$ cat config.mk
export PLATFORM = sky130hd
export DESIGN_NAME = pwm_monitor
export DESIGN_NICKNAME = d
export VERILOG_FILES = /design/src/rtl/pwm_monitor.sv
export SDC_FILE = /design/constraint.sdc
export NUM_CORES = 1
export LEC_CHECK = 0
export ABC_CLOCK_PERIOD_IN_PS = 3100
export CAP_MARGIN = 20
export CORE_ASPECT_RATIO = 1.2
export CORE_UTILIZATION = 40
export DETAILED_ROUTE_END_ITERATION = 12
export SYNTH_ARGS = -nofsm -noshare
export SYNTH_HDL_FRONTEND = slang
export SYNTH_SLANG_ARGS = --single-unit
$ cat constraint.sdc
create_clock -name clk -period 3.1 [get_ports clk]
set_input_delay 0.465 -clock clk [delete_from_list [all_inputs] [get_ports clk]]
set_output_delay 0.465 -clock clk [all_outputs]
set_load 0.01 [all_outputs]
$ cat src/rtl/pwm_monitor.sv
// ============================================================================
// pwm_monitor - half-bridge gate timing monitor: period, on-time, dead time,
// shoot-through fault and stall detection.                        Rev 1.0
// ============================================================================
`timescale 1ns/1ps
`default_nettype none

module pwm_monitor #(
  parameter int W       = 16,
  parameter int TIMEOUT = 1000
) (
  input  logic         clk,
  input  logic         rst,
  input  logic         hs,
  input  logic         ls,
  input  logic         clr,
  output logic [W-1:0] period,
  output logic [W-1:0] on_time,
  output logic [W-1:0] dead,
  output logic         valid,
  output logic         fault,
  output logic         stall
);

  localparam logic [W-1:0] c_MAX     = '1;
  localparam logic [W-1:0] c_ONE     = W'(1);
  localparam logic [W-1:0] c_TIMEOUT = W'(TIMEOUT);

  typedef enum logic [0:0] {
    S_IDLE = 1'b0,
    S_RUN  = 1'b1
  } state_t;

  state_t       r_state;
  state_t       w_state_nxt;

  logic         r_hs_m;
  logic         r_hs_s;
  logic         r_hs_d;
  logic         r_ls_m;
  logic         r_ls_s;

  logic [W-1:0] r_per_cnt;
  logic [W-1:0] r_on_cnt;
  logic [W-1:0] r_dead_cnt;

  logic [W-1:0] r_period;
  logic [W-1:0] r_on_time;
  logic [W-1:0] r_dead;
  logic         r_valid;
  logic         r_fault;
  logic         r_stall;

  logic         w_rise;
  logic         w_overlap;
  logic         w_load;
  logic         w_latch;
  logic         w_timeout;

  function automatic logic [W-1:0] f_sat_inc(input logic [W-1:0] v);
    return (v == c_MAX) ? v : v + c_ONE;
  endfunction

  // hs/ls are asynchronous to clk; hs gets a third stage for edge detection.
  always_ff @(posedge clk or negedge rst) begin
    if (!rst) begin
      r_hs_m <= 1'b0;
      r_hs_s <= 1'b0;
      r_hs_d <= 1'b0;
      r_ls_m <= 1'b0;
      r_ls_s <= 1'b0;
    end else begin
      r_hs_m <= hs;
      r_hs_s <= r_hs_m;
      r_hs_d <= r_hs_s;
      r_ls_m <= ls;
      r_ls_s <= r_ls_m;
    end
  end

  assign w_rise    = r_hs_s & ~r_hs_d;
  assign w_overlap = r_hs_s & r_ls_s;

  always_ff @(posedge clk or negedge rst) begin
    if (!rst) begin
      r_state <= S_IDLE;
    end else begin
      r_state <= w_state_nxt;
    end
  end

  // A rise always wins over a coincident timeout.
  always_comb begin
    w_state_nxt = r_state;
    w_load      = 1'b0;
    w_latch     = 1'b0;
    w_timeout   = 1'b0;
    case (r_state)
      S_IDLE: begin
        if (w_rise) begin
          w_load      = 1'b1;
          w_state_nxt = S_RUN;
        end
      end
      S_RUN: begin
        if (w_rise) begin
          w_load  = 1'b1;
          w_latch = 1'b1;
        end else if (r_per_cnt == c_TIMEOUT) begin
          w_timeout   = 1'b1;
          w_state_nxt = S_IDLE;
        end
      end
      default: begin
        w_state_nxt = S_IDLE;
      end
    endcase
  end

  // The rise cycle itself counts as one period cycle and one on cycle.
  always_ff @(posedge clk or negedge rst) begin
    if (!rst) begin
      r_per_cnt  <= '0;
      r_on_cnt   <= '0;
      r_dead_cnt <= '0;
    end else if (w_load) begin
      r_per_cnt  <= c_ONE;
      r_on_cnt   <= c_ONE;
      r_dead_cnt <= '0;
    end else if (r_state == S_RUN) begin
      r_per_cnt <= f_sat_inc(r_per_cnt);
      if (r_hs_s) begin
        r_on_cnt <= f_sat_inc(r_on_cnt);
      end
      if (!r_hs_s && !r_ls_s) begin
        r_dead_cnt <= f_sat_inc(r_dead_cnt);
      end
    end
  end

  always_ff @(posedge clk or negedge rst) begin
    if (!rst) begin
      r_period  <= '0;
      r_on_time <= '0;
      r_dead    <= '0;
      r_valid   <= 1'b0;
    end else begin
      r_valid <= w_latch;
      if (w_latch) begin
        r_period  <= r_per_cnt;
        r_on_time <= r_on_cnt;
        r_dead    <= r_dead_cnt;
      end else if (w_timeout) begin
        r_period  <= '0;
        r_on_time <= '0;
        r_dead    <= '0;
      end
    end
  end

  // Sticky flags: a set condition overrides a coincident clear.
  always_ff @(posedge clk or negedge rst) begin
    if (!rst) begin
      r_fault <= 1'b0;
      r_stall <= 1'b0;
    end else begin
      if (w_overlap) begin
        r_fault <= 1'b1;
      end else if (clr) begin
        r_fault <= 1'b0;
      end
      if (w_timeout) begin
        r_stall <= 1'b1;
      end else if (clr) begin
        r_stall <= 1'b0;
      end
    end
  end

  assign period  = r_period;
  assign on_time = r_on_time;
  assign dead    = r_dead;
  assign valid   = r_valid;
  assign fault   = r_fault;
  assign stall   = r_stall;

endmodule

`default_nettype wire

* Word level (Yosys, flattened, before mapping) *
Index checks and enable logic that the tools add are counted.

operators by class
  mux-type cells = 26
  eq/ne operators = 7
  shifts and indexed selects = 0
  div/mod/pow operators = 0
  bitwise gates (word level) = 4
  magnitude comparators = 0
  reductions and logical operators = 12
  add/sub/neg operators = 3
  multipliers = 0

operators by type and width
  cell                                                               count
  16-bit 2-to-1 mux                                                  15
  16-bit by 1-bit adder with 16-bit output, second input constant    3
  16-bit == test, second input constant                              3
  16-bit by 10-bit == test with 1-bit output, second input constant  1
  2-bit nonzero test                                                 6
  1-bit 2-to-1 mux                                                   10
  2-bit inequality test, second input constant                       3
  3-bit AND reduction                                                2
  1-bit AND                                                          2
  1-bit zero test                                                    2
  1-bit NOT                                                          2
  1-bit one-hot mux with 2 select lines                              1
  2-bit AND reduction                                                1
  1-bit logical AND                                                  1

word-level totals
  memory bits (writable) = 0
  memories = 0
  output and inout port bits = 51
  input bits = 5
  flip-flop bits (word level) = 105
  bits in read-only memories = 0
  bits in latches = 0

* Longest topological paths before layout *
Gate-level depths: netlist of run 1.

  depth after elaboration = 6
  mapped depth = 9

* Least setup slack after synthesis of run 1 *
Ideal clock, no wire load.

  path kind = reg2reg
  from = register r_per_cnt[0]
  to = register r_on_time[0], in the netlist on_time[0]
  data arrival time = 1576 ps
  library setup time = 121 ps
  cell stages (with the launch flop) = 10
  setup slack = 1404 ps
  required time = 2979 ps
  period minus slack after synthesis = 1696 ps
  buffers on the path = 2
  cell sequence = dfrtp_1 inv_1 ha_1 nor4b_1 nand4b_1 nand2_1 nand2_2 buf_6 buf_6 a22o_1

on the way
  word-level cells in the longest chain between the ends = 5

RTL lines
  what                                        line  text
  start, declared                             43    logic [W-1:0] r_per_cnt;
  start signal, assigned                      127   r_per_cnt <= c_ONE;
  start signal, assigned                      131   r_per_cnt <= f_sat_inc(r_per_cnt);
  16-bit by 10-bit == test with 1-bit output  109   end else if (r_per_cnt == c_TIMEOUT) begin
  1-bit 2-to-1 mux                            109
  1-bit 2-to-1 mux                            106   if (w_rise) begin
  1-bit 2-to-1 mux                            98    case (r_state)
  2-bit nonzero test (no source line)         -
  end signal, assigned                        151   r_on_time <= r_on_cnt;
  end, declared                               48    logic [W-1:0] r_on_time;

No other way between the ends.
A chain may end at the register's enable or synchronous reset.

* Final worst setup path of run 1 *
  from = register r_per_cnt[0]
  to = register r_dead[8], in the netlist dead[8]

on the way
  word-level cells in the longest chain between the ends = 5

RTL lines
  what                                        line  text
  16-bit by 10-bit == test with 1-bit output  109
  1-bit 2-to-1 mux                            109
  1-bit 2-to-1 mux                            106
  1-bit 2-to-1 mux                            98
  2-bit nonzero test (no source line)         -
  end signal, assigned                        152   r_dead <= r_dead_cnt;
  end, declared                               49    logic [W-1:0] r_dead;

No other way between the ends.

==> results of run 1 <==
[final cells by class]
| class | instances | area [um^2] | area share [%] |
|---|---|---|---|
| timing repair buffer | 58 | 596 | 10.5 |
| sequential | 105 | 2630 | 46.3 |
| inverter | 8 | 30.0 | 0.529 |
| tap | 157 | 196 | 3.46 |
| multi-input combinational | 285 | 1960 | 34.6 |
| clock inverter | 3 | 17.5 | 0.309 |
| clock buffer | 12 | 246 | 4.34 |
[critical path, stage by stage, from the launching register on]
cell and delay, ns:
dfrtp_1 0.43, inv_1 0.11, ha_1 0.16, nor4b_1 0.24, nand4b_1 0.20, nand2_1 0.13
nand2_2 0.54, a22o_1 0.41
[registers in the layout, indices dropped and copies added, names as in the netlist]
| register | cells |
|---|---|
| on_time | 16 |
| valid | 1 |
| stall | 1 |
| r_ls_m | 1 |
| r_state | 1 |
| r_hs_s | 1 |
| r_ls_s | 1 |
| r_hs_d | 1 |
| fault | 1 |
| r_hs_m | 1 |
| dead | 16 |
| r_on_cnt | 16 |
| r_dead_cnt | 16 |
| period | 16 |
| r_per_cnt | 16 |
[cells by family (layout without fill, tap and decap cells)]
logic type	count (synthesis)	in the layout	synth area share, %
and+or+nand+nor	150	150	17.6
buffers and inverters	32	81	3.86
muxes	7	7	1.60
AOI/OAI and AO/OA	104	104	17.1
xor gates and xnor gates	20	20	3.67
adders and majority gates	4	4	1.05
DFF	105	105	55.1
[worst max path at each step]
stage	start	end	slack, ns
2_1_floorplan	r_per_cnt[0]	on_time[0]	1.40
3_3_place_gp	r_per_cnt[2]	dead[7]	0.81
3_5_place_dp	r_per_cnt[0]	dead[7]	0.73
4_1_cts	r_per_cnt[0]	dead[7]	0.70
5_1_grt	r_per_cnt[0]	dead[8]	0.54
6_report	r_per_cnt[0]	dead[8]	0.72
[cells in the mapped netlist, types with 3 or more instances]
| cell | instances | area (um^2) |
|---|---|---|
| o21ai_0 | 9 | 45.0 |
| nor2b_1 | 3 | 18.8 |
| and2_1 | 3 | 18.8 |
| ha_1 | 4 | 50.1 |
| buf_4 | 4 | 30.0 |
| a22o_1 | 49 | 429 |
| nand2_1 | 41 | 154 |
| nand3_1 | 15 | 75.1 |
| and3_1 | 8 | 50.1 |
| buf_6 | 5 | 56.3 |
| xnor2_1 | 12 | 105 |
| dfrtp_1 | 105 | 2630 |
| o21ai_1 | 10 | 50.1 |
| inv_1 | 7 | 26.3 |
| nor4_2 | 5 | 62.6 |
| a21oi_1 | 9 | 45.0 |
| xor2_1 | 8 | 70.1 |
| o31ai_1 | 3 | 22.5 |
| a31oi_1 | 3 | 18.8 |
| and4_1 | 4 | 35.0 |
| nor3_1 | 10 | 50.1 |
| clkbuf_1 | 4 | 15.0 |
| buf_2 | 9 | 45.0 |
| mux2i_1 | 5 | 50.1 |
| nand4_1 | 10 | 62.6 |
| nor2_1 | 30 | 113 |
[layer usage]
| layer | wire (um) | vias to the layer above |
|---|---|---|
| met5 | 0 | - |
| met4 | 126 | 0 |
| met3 | 255 | 10 |
| met2 | 4860 | 60 |
| met1 | 4690 | 1688 |
| li1 | - | 1638 |
[power groups by stage]
| stage | logic, uW | clock network [uW] | registers, uW |
|---|---|---|---|
| after floorplan | 208 | 0 | 1580 |
| after detailed placement | 372 | 0 | 1600 |
| after global routing | 408 | 1120 | 1580 |
| final | 363 | 1030 | 1570 |
| after CTS | 373 | 1070 | 1570 |
| after global placement | 360 | 0 | 1600 |
[per-stage QoR]
step / power (uW) / hold WS (ns) / utilization, %
2_1_floorplan: 1790 / 0.169 / -
6_report: 2970 / 0.0390 / 49.1
3_5_place_dp: 1970 / 0.339 / 46.8
5_1_grt: 3120 / 0.0539 / 49.1
4_1_cts: 3010 / 0.0467 / 49.1
3_3_place_gp: 1960 / 0.334 / 46.8
==> flow_summary.json, run 1 <==
{
  "final_common_cell": "dfrtp_1",
  "path_clk_slew_ns": 0.07,
  "tightest_slew_ns": 0.988,
  "hold_viol": 0,
  "max_slew_margin_pct": 33.9,
  "synth_fp_nets": 431,
  "grt_remaining_overflow": 0,
  "grt_max_degree": 81,
  "synth-async-reset-ratio_pct": 100,
  "worst_slack_ns": 0.715,
  "synth_warnings": 0,
  "power.switching_uw": 761,
  "worst_ep_required_time_ns": 3.32,
  "core-area_um2": 11600,
  "clk_path_buf_depth": 2,
  "die_w_um": 102,
  "max_freq_mhz": 419,
  "grt_use_total_pct": 17.7,
  "wl_um": 9930,
  "ys_ff_latch": 105,
  "drt_pass1_iterations": 4,
  "cts_buffers": 9,
  "final_area_um2": 5670,
  "reg2reg_depth": 7,
  "netlist_area_um2": 4770,
  "fin_crit_ns": 2.38,
  "worstSkewPairLatency_ns": 0.33,
  "cts_setup_buffers": 0,
  "postRouteAntennaNets": 0,
  "grt_use_met1_pct": 23.6,
  "comb_power_share_pct": 12.3,
  "htree_levels": 3,
  "die_area_um2": 12400,
  "antenna_found_initial": 0,
  "synth_cell_types": 65,
  "synthToLayoutAreaGrowth_pct": 19.0,
  "cts_tree": "done",
  "drv_slew": 0,
  "layout-drive-gt1-share_pct": 9.34,
  "place_inst": 613,
  "ir_worst_vdd_uv": 299,
  "vias_per_cell": 5.41,
  "synth_ff_type": "dfrtp_1",
  "r2r_setup_slack_ns": 0.72,
  "post_drt_wl_per_cell_um": 15.8,
  "routabilityCongestion": 0.756,
  "antenna_cells": 0,
  "cts_resized": 0,
  "clock_skew_ns": 0.00703,
  "ctsHoldBuffers": 0,
  "crit_type": "flop to flop",
  "leakage_uw": 0.00246,
  "cp_data_arrival_time_ns": 2.60,
  "crit_fanout": 48,
  "tns_ns": 0,
  "drv_cap": 0,
  "num_rows": 43,
  "hpwl_um": 6440,
  "cts_sinks": 105,
  "seq_area_frac_synth_pct": 55.1,
  "rsz0062_at_grt": "false",
  "powerDensity_nw_per_um2": 523,
  "timing.final.crit_share_pct": 76.9,
  "synth_cells": 422,
  "clockRootBuffer": "clkbuf_16",
  "grt_pass1_wl_um": 17100,
  "critPathLaunchType": "flop",
  "switching_share_pct": 25.7,
  "die_y_um": 122,
  "grt_use_met2_pct": 29.1,
  "pwr-share-seq_pct": 52.9,
  "vias": 3396,
  "r2r-end": "dead[8]",
  "grt_pass1_vias": 3447,
  "status": "completed",
  "rr_startpoint": "r_per_cnt[0]",
  "grt_use_met3_pct": 3.21,
  "nets": 476,
  "hold_path_class": "primary input to asynchronous set/reset pin",
  "intPower_uw": 2210,
  "pre_cts_slack_ns": 0.728,
  "final_cell_mix": "105 x dfrtp_1, 54 x clkdlybuf4s50_1, 49 x a22o_1",
  "drcViolationCount": 0,
  "layout.cells.non_filler": 628,
  "placed_cell_area_um2": 5410,
  "synth_edf_count": 0,
  "pin_count": 56,
  "grt.busiest_layer": "met2",
  "drt_iter0_markers": 194,
  "power_frac_clock_pct": 34.8,
  "io_buffers": 55,
  "start_util_pct": 41.2,
  "syn_avg_cell_area_um2": 11.3,
  "end_kind": "flop",
  "nFillCells": 1052,
  "setup_violations": 0
}
Power figures use the tool's default switching activity.
==> inputs of run 2 (changes only) <==
--- a/config.mk
+++ b/config.mk
@@ -5,7 +5,7 @@
 export SDC_FILE = /design/constraint.sdc
 export NUM_CORES = 1
 export LEC_CHECK = 0
-export ABC_CLOCK_PERIOD_IN_PS = 3100
+export ABC_CLOCK_PERIOD_IN_PS = 2200
 export CAP_MARGIN = 20
 export CORE_ASPECT_RATIO = 1.2
 export CORE_UTILIZATION = 40
==> constraint.sdc (replaced) <==
create_clock -name clk -period 2.2 [get_ports clk]
set_input_delay 0.33 -clock clk [delete_from_list [all_inputs] [get_ports clk]]
set_output_delay 0.33 -clock clk [all_outputs]
set_load 0.01 [all_outputs]
==> run 2 against run 1 <==
Non-clock buffer count is 11 higher; routed wire length is 4.2% higher; flip-flop and latch count is the same; clock skew grew 0.0038 ns; cell area is 2.3% higher; global-route usage is 0.82 points higher; critical endpoint is now period[2]; clock power is 68% higher; highest routed layer unchanged; first-iteration DRC count is 23% lower; register-to-register slack lost 0.41 ns; core utilization rose by 1.1 points; final cell count increased by 1.9%; combinational power up 44%.
==> flow_summary.json, run 2 (synthesis results as in run 1) <==
{
  "setup_violations": 0,
  "io_buffers": 55,
  "leakage_uw": 0.00254,
  "die_w_um": 102,
  "max_slew_margin_pct": 68.6,
  "worst_ep_required_time_ns": 2.43,
  "holdWs_ns": 0.364,
  "vias": 3521,
  "drcViolationCount": 0,
  "cts_sinks": 105,
  "tightest_slew_ns": 0.467,
  "final_cell_mix": "105 x dfrtp_1, 54 x clkdlybuf4s50_1, 49 x a22o_1",
  "core-area_um2": 11600,
  "rr_startpoint": "r_per_cnt[0]",
  "max_freq_mhz": 528,
  "status": "completed",
  "powerDensity_nw_per_um2": 771,
  "cts_tree": "done",
  "cp_data_arrival_time_ns": 2.13,
  "wl_um": 10400,
  "timing.final.crit_share_pct": 86.2,
  "antenna_found_initial": 0,
  "path_clk_slew_ns": 0.07,
  "reg2reg_depth": 8,
  "worstSkewPairLatency_ns": 0.35,
  "hpwl_um": 6960,
  "post_drt_wl_per_cell_um": 16.2,
  "hold_path_class": "flop to flop",
  "end_kind": "flop",
  "final_common_cell": "dfrtp_1",
  "clk_path_buf_depth": 2,
  "clock_skew_ns": 0.0108,
  "postRouteAntennaNets": 0,
  "start_util_pct": 41.2,
  "min_delay_worst_endpoint": "r_ls_s",
  "drv_cap": 0,
  "rsz0062_at_grt": "false",
  "crit_fanout": 26,
  "num_rows": 43,
  "clockRootBuffer": "clkbuf_16",
  "routabilityCongestion": 0.801,
  "pin_count": 56,
  "critPathLaunchType": "flop",
  "tns_ns": 0,
  "grt_pass1_wl_um": 17700,
  "crit_type": "flop to flop",
  "drt_pass1_iterations": 6,
  "holdPathStages": 0,
  "drv_slew": 0,
  "grt_pass1_vias": 3493,
  "cts_buffers": 9,
  "vias_per_cell": 5.50,
  "fin_crit_ns": 1.90,
  "r2r_setup_slack_ns": 0.30,
  "r2r-end": "period[2]",
  "die_y_um": 122,
  "layout-drive-gt1-share_pct": 11.6,
  "htree_levels": 3,
  "cts_setup_buffers": 0,
  "grt_remaining_overflow": 0,
  "ir_worst_vdd_uv": 420,
  "die_area_um2": 12400,
  "holdCritStartpoint": "r_ls_m",
  "hold_viol": 0,
  "antenna_cells": 0,
  "grt_use_total_pct": 18.5,
  "grt_max_degree": 54,
  "synthToLayoutAreaGrowth_pct": 21.7,
  "drt_iter0_markers": 150,
  "nets": 487
}
-- run 2: power by group --
| part | switching [uW] | internal, uW |
|---|---|---|
| logic | 260 | 262 |
| clock network | 706 | 1030 |
| registers | 156 | 2060 |
-- run 2: how the worst max path moves through the flow --
stage            startpoint         end  slack [ns]
5_1_grt        r_per_cnt[0]  period[11]        0.11
4_1_cts        r_per_cnt[0]   period[2]        0.31
2_1_floorplan  r_per_cnt[0]  on_time[0]        0.50
3_5_place_dp   r_per_cnt[0]  period[12]        0.34
6_report       r_per_cnt[0]   period[2]        0.30
3_3_place_gp   r_per_cnt[9]  on_time[4]        0.39
-- run 2: what timing repair did --
action	in CTS	in global routing
endpoints found under the hold margin	26	0
resized for setup	0	0
hold buffers	1	0
-- run 2: critical path, stage by stage (launching register included) --
cell      delay, ns
dfrtp_1        0.43
inv_1          0.11
ha_1           0.15
nor4b_1        0.25
nand4b_1       0.21
nand2_1        0.13
nand2_2        0.06
buf_4          0.22
a22o_1         0.21
-- run 2: layout make-up --
cell class / instances / area, um^2
fillers: 1053 / 5760
flip-flops and latches: 105 / 2630
multi-input cells: 285 / 1960
repair buffers: 69 / 668
clock buffers: 11 / 243
well taps: 157 / 196
clock inverters: 5 / 78.8
inverters: 8 / 30.0
-- run 2: per-stage QoR --
step           total power [uW]  setup slack [ns]  util, %  area [um^2]  std cells
2_1_floorplan              2520             0.504        -         4770        422
3_3_place_gp               2770             0.391     47.3         5470        623
3_5_place_dp               2780             0.337     47.3         5470        623
4_1_cts                    4530             0.313     50.2         5800        640
5_1_grt                    4690             0.112     50.2         5800        640
6_report                   4470             0.305     50.2         5800        640
-- run 2: routing by layer --
metal  vias up  global-route usage, %  part of all wire, %  routed length [um]
met3        13                   4.36                  4.0                 417
met1      1775                   24.6                   46                4800
met2        66                   29.8                   48                4990
li1       1667                      -                    -                   -
met4         0                   6.34                  1.4                 142
met5         -                      0                    0                   0
